## config.mk

```make
export PLATFORM = sky130hd
export DESIGN_NAME = serial_add_ctrl
export DESIGN_NICKNAME = d
export VERILOG_FILES = /design/src/rtl/serial_add_ctrl.sv
export SDC_FILE = /design/constraint.sdc
export NUM_CORES = 1
export LEC_CHECK = 0
export ABC_AREA = 1
export ABC_CLOCK_PERIOD_IN_PS = 1600
export CAP_MARGIN = 20
export CORE_MARGIN = 8
export CORE_UTILIZATION = 40
export DETAILED_ROUTE_END_ITERATION = 7
export DONT_BUFFER_PORTS = 1
export HOLD_SLACK_MARGIN = 0.05
export PLACE_DENSITY_LB_ADDON = 0.1
export SETUP_SLACK_MARGIN = 0.5
export SYNTH_ARGS = -nofsm -noshare
export SYNTH_HDL_FRONTEND = slang
export SYNTH_SLANG_ARGS = --single-unit
export TNS_END_PERCENT = 20
```

## constraint.sdc

```tcl
create_clock -name clk -period 1.6 [get_ports clk]
set_input_delay 0.32 -clock clk [delete_from_list [all_inputs] [get_ports clk]]
set_output_delay 0.32 -clock clk [all_outputs]
set_load 0.005 [all_outputs]
```

## src/rtl/serial_add_ctrl.sv

```systemverilog
`timescale 1ns/1ps
// serial_add_ctrl
// Bit-serial add/subtract sequencer. One full-adder evaluation per clock,
// LSB first, with a registered carry. The parallel result, carry-out and
// signed overflow are presented together with a one-cycle done pulse.
//
// Ports:
//   clk    rising-edge clock
//   rst    asynchronous active-high reset
//   start  launch request, accepted only while busy=0
//   sub    0: a+b+cin, 1: a-b (cin ignored); sampled with start
//   a, b   WIDTH-bit operands; sampled with start
//   cin    carry-in for add mode; sampled with start
//   busy   high for exactly WIDTH cycles while bits are processed
//   done   one-cycle pulse; sum/cout/ovf valid from this cycle
//   sum    WIDTH-bit result, held until the next completion
//   cout   carry out of the MSB (subtract: 1 = no borrow)
//   ovf    signed overflow (carry into MSB xor carry out of MSB)
module serial_add_ctrl #(
    parameter int WIDTH = 8
) (
    input  logic             clk,
    input  logic             rst,
    input  logic             start,
    input  logic             sub,
    input  logic [WIDTH-1:0] a,
    input  logic [WIDTH-1:0] b,
    input  logic             cin,
    output logic             busy,
    output logic             done,
    output logic [WIDTH-1:0] sum,
    output logic             cout,
    output logic             ovf
);

    localparam int CNT_W = (WIDTH > 1) ? $clog2(WIDTH) : 1;
    localparam logic [CNT_W-1:0] LAST_BIT = CNT_W'(WIDTH - 1);

    typedef enum logic [1:0] {
        S_IDLE = 2'd0,
        S_RUN  = 2'd1,
        S_DONE = 2'd2
    } state_t;

    state_t           state_q, state_d;
    logic [WIDTH-1:0] a_sh_q, a_sh_d;
    logic [WIDTH-1:0] b_sh_q, b_sh_d;
    logic [WIDTH-1:0] res_q, res_d;
    logic [WIDTH-1:0] sum_q, sum_d;
    logic [CNT_W-1:0] cnt_q, cnt_d;
    logic             c_q, c_d;
    logic             busy_q, busy_d;
    logic             done_q, done_d;
    logic             cout_q, cout_d;
    logic             ovf_q, ovf_d;

    logic             fa_s;
    logic             fa_c;

    always_comb begin
        // The single shared full-adder cell.
        fa_s = a_sh_q[0] ^ b_sh_q[0] ^ c_q;
        fa_c = (a_sh_q[0] & b_sh_q[0]) | (a_sh_q[0] & c_q) | (b_sh_q[0] & c_q);

        state_d = state_q;
        a_sh_d  = a_sh_q;
        b_sh_d  = b_sh_q;
        res_d   = res_q;
        sum_d   = sum_q;
        cnt_d   = cnt_q;
        c_d     = c_q;
        busy_d  = busy_q;
        done_d  = 1'b0;
        cout_d  = cout_q;
        ovf_d   = ovf_q;

        case (state_q)
            S_IDLE, S_DONE: begin
                if (start) begin
                    // Subtraction is a + ~b + 1: invert B and force carry-in.
                    a_sh_d  = a;
                    b_sh_d  = sub ? ~b : b;
                    c_d     = sub ? 1'b1 : cin;
                    cnt_d   = '0;
                    busy_d  = 1'b1;
                    state_d = S_RUN;
                end else begin
                    busy_d  = 1'b0;
                    state_d = S_IDLE;
                end
            end
            S_RUN: begin
                a_sh_d = a_sh_q >> 1;
                b_sh_d = b_sh_q >> 1;
                res_d  = {fa_s, res_q[WIDTH-1:1]};
                c_d    = fa_c;
                cnt_d  = cnt_q + 1'b1;
                if (cnt_q == LAST_BIT) begin
                    // Results are registered on entry to DONE so they are
                    // valid in the same cycle as the done pulse. c_q here is
                    // the carry into the MSB.
                    sum_d   = res_d;
                    cout_d  = fa_c;
                    ovf_d   = c_q ^ fa_c;
                    done_d  = 1'b1;
                    busy_d  = 1'b0;
                    state_d = S_DONE;
                end
            end
            default: begin
                busy_d  = 1'b0;
                state_d = S_IDLE;
            end
        endcase
    end

    always_ff @(posedge clk or posedge rst) begin
        if (rst) begin
            state_q <= S_IDLE;
            a_sh_q  <= '0;
            b_sh_q  <= '0;
            res_q   <= '0;
            sum_q   <= '0;
            cnt_q   <= '0;
            c_q     <= 1'b0;
            busy_q  <= 1'b0;
            done_q  <= 1'b0;
            cout_q  <= 1'b0;
            ovf_q   <= 1'b0;
        end else begin
            state_q <= state_d;
            a_sh_q  <= a_sh_d;
            b_sh_q  <= b_sh_d;
            res_q   <= res_d;
            sum_q   <= sum_d;
            cnt_q   <= cnt_d;
            c_q     <= c_d;
            busy_q  <= busy_d;
            done_q  <= done_d;
            cout_q  <= cout_d;
            ovf_q   <= ovf_d;
        end
    end

    assign busy = busy_q;
    assign done = done_q;
    assign sum  = sum_q;
    assign cout = cout_q;
    assign ovf  = ovf_q;

endmodule

```

==> summary.txt <==
Run status
  – Status: completed

Route
  – Number of DRC markers in iteration 0: 67
  – 1st-pass router iterations: 4
  – Avg WL per Cell: 13.8 um
  – Number of nets with antenna violations after routing: 0
  – Drt total wl: 4220 um
  – Vias per cell: about 4.8
  – DRC Markers: 0
  – Vias: 1467

Power
  – Pwr dens: 1960 nW/um^2
  – Final Power: 4.44 mW
  – LEAKAGE: about 1.2 nW
  – Max VDD drop: 0.594 mV

Setup path
  – CP required: 1.79 ns
  – Critical path peak fanout: 3
  – Worst setup EP type: flip-flop
  – Crit path launch type: flip-flop
  – R2R Setup Slk: 0.42 ns
  – Worst EP arrival: 1.37 ns
  – Setup CP Type: flip-flop to flip-flop

Clock tree
  – CTS H-Tree Depth: 2
  – Clk pin slew, worst setup/hold paths: around 0.08 ns
  – Root cell of the clock tree: clkbuf_8
  – Total CTS buffers: 5
  – CTS tree: done
  – CTS max path bufs: 2
  – # clock sinks: 41
  – Worst-Skew Late Latency: 0.29 ns

Global routing
  – GR Overflow Total: 0
  – Vias in the first global route: 1419
  – Largest net degree at the start of global routing: 27
  – Global-route wire length before repair: 6990 um
  – GRT Total Usage: 12.2%
  – Initial antenna violation count: 0

STA
  – Endpoints failing setup: 0
  – Worst rel slew slack: 75.3%
  – Tmin final: 1.18 ns
  – Worst Max-Slew Pin Slew: 0.370 ns
  – Fin. Hold Viols: 0
  – Fin Setup TNS: 0 ns
  – Worst Clk Skew: roughly 0.0059 ns
  – Fin crit share: 73.8%
  – Max Clock Freq: between 800 and 900 MHz
  – RSZ-0062 raised after global routing: true
  – Pins Over Slew Limit: 0

Job
  – Max-Cap Viols: 0

Synth
  – Netlist cell types: 21
  – Syn nets: 258
  – Post-Syn Area: 1930 sq um
  – Syn Inst Count: 234
  – Yosys reg bits: 41
  – Sequential share of the synthesized area: 53.1%
  – Synth Area per Inst: 8.25 sq um
  – Syn. warnings: 0

Final layout
  – Cell area after layout: around 2300 sq um
  – Filler Cell Count: 458
  – Area of the multi-input gates: 806 sq um
  – Layout cells sized above 1: 16.7%
  – FF/Latch Area: 1030 sq um
  – Nets: 275
  – Finished Layout Cells: ~310
  – Area grow syn2layout: 17.2%
  – # diodes: 0

Floorplan
  – Ports: 33
  – Initial Util: between 40% and 50%
  – Die ar.: between 7000 and 8000 sq um
  – Die Y: 85.5 um
  – Die X: between 80 and 90 um
  – Row count: 25
  – Core Area: 4690 sq um

Min path
  – Hold crit path type: input pin to flip-flop

Placed design
  – Final GP Congestion: between 0.7 and 0.8
  – Number of port buffers: 0
  – Inst Count DP: 284
  – Dpl hpwl: between 2000 and 3000 um
  – Post-Place Cell Area: 2000 sq um
layout by cell type (no fill, tap or decap), types with 2 or more instances in the layout:
cell type  instances
nand2_1          104
dfrtp_1           40
nand3_1           37
inv_1             17
buf_4             12
clkbuf_8           6
nor2_4             4
nor2_1             4
inv_4              3
o21ai_0            3
nand2_8            2
buf_6              2
routing by layer:
metal | up-vias | track usage (%) | part of all wire, %
li1 | 762 | - | -
met1 | 669 | 16.7 | 50
met2 | 29 | 17.6 | 43
met3 | 7 | 3.09 | 5.1
met4 | 0 | 5.73 | 1.8
met5 | - | 0 | 0
cell type report:
type | count | area share, %
flip-flops and latches | 41 | 45.4
clock buffers | 7 | 3.81
multi-input cells | 164 | 35.6
clock inverters | 1 | 1.33
repair buffers | 17 | 6.52
well taps | 54 | 2.99
inverters | 22 | 4.37
cell families after synthesis:
kind of cell	after synthesis	share of synthesized area, %
compound gates	5	1.30
xor+xnor	1	0.454
fa+ha+maj	3	2.33
buf+inv	31	8.17
flops	41	53.1
simple gates	153	34.6
power by group:
| part | internal (mW) | switching [mW] | total [mW] |
|---|---|---|---|
| registers | 1.51 | 0.352 | 1.87 |
| logic | 0.738 | 0.972 | 1.71 |
| clock network | 0.509 | 0.356 | 0.865 |
timing repair:
item	4_1_cts	5_1_grt
resized for setup	7	6
setup buffers	6	4
hold endpoints to repair	15	0
pin swaps	3	5
endpoints found under the setup margin	39	38
hold buffers	1	0
cloned	1	2
stage by stage:
step,hold WS (ns),util (%),setup WS (ns)
2_1_floorplan,0.305,-,0.386
3_3_place_gp,0.197,42.6,0.317
3_5_place_dp,0.197,42.6,0.279
4_1_cts,0.135,46.9,0.402
5_1_grt,0.137,48.2,0.300
6_report,0.143,48.2,0.419
final timing paths:
kind	start	endpoint	cells after the start
worst max-delay path	a_sh_q[0]$_DFFE_PP0P_	ovf$_DFFE_PP0P_	4
worst min register to register	a_sh_q[1]$_DFFE_PP0P_	a_sh_q[1]$_DFFE_PP0P_	2
max in group asynchronous	rst	state_q[0]$_DFFE_PP0P_	3
min in group asynchronous	rst	ovf$_DFFE_PP0P_	2
worst min-delay path	a[7]	a_sh_q[7]$_DFFE_PP0P_	2
worst max register to register	a_sh_q[0]$_DFFE_PP0P_	ovf$_DFFE_PP0P_	4
critical path, stage by stage (launching register included):
cell and delay (ns):
dfrtp_1 0.41, fa_2 0.42, xor2_1 0.15, nand2_1 0.06, nand2_1 0.05
cells in the mapped netlist, drive strengths merged:
master	instances	area share, %
a21oi	1	0.26
buf	8	3.6
clkbuf	1	0.19
dfrtp	41	53
fa	1	1.0
ha	2	1.3
inv	22	4.4
nand2	108	22
nand3	38	9.9
nor2	7	2.3
o21ai	4	1.0
xor2	1	0.45
sequential cells by signal, summed over array words and instances (netlist names):
register,count
a_sh_q,8
done,1
ovf,1
busy,1
res_q,7
state_q,2
c_q,1
b_sh_q,8
cout,1
sum,8
cnt_q,3
(Power assumes the default switching activity.)
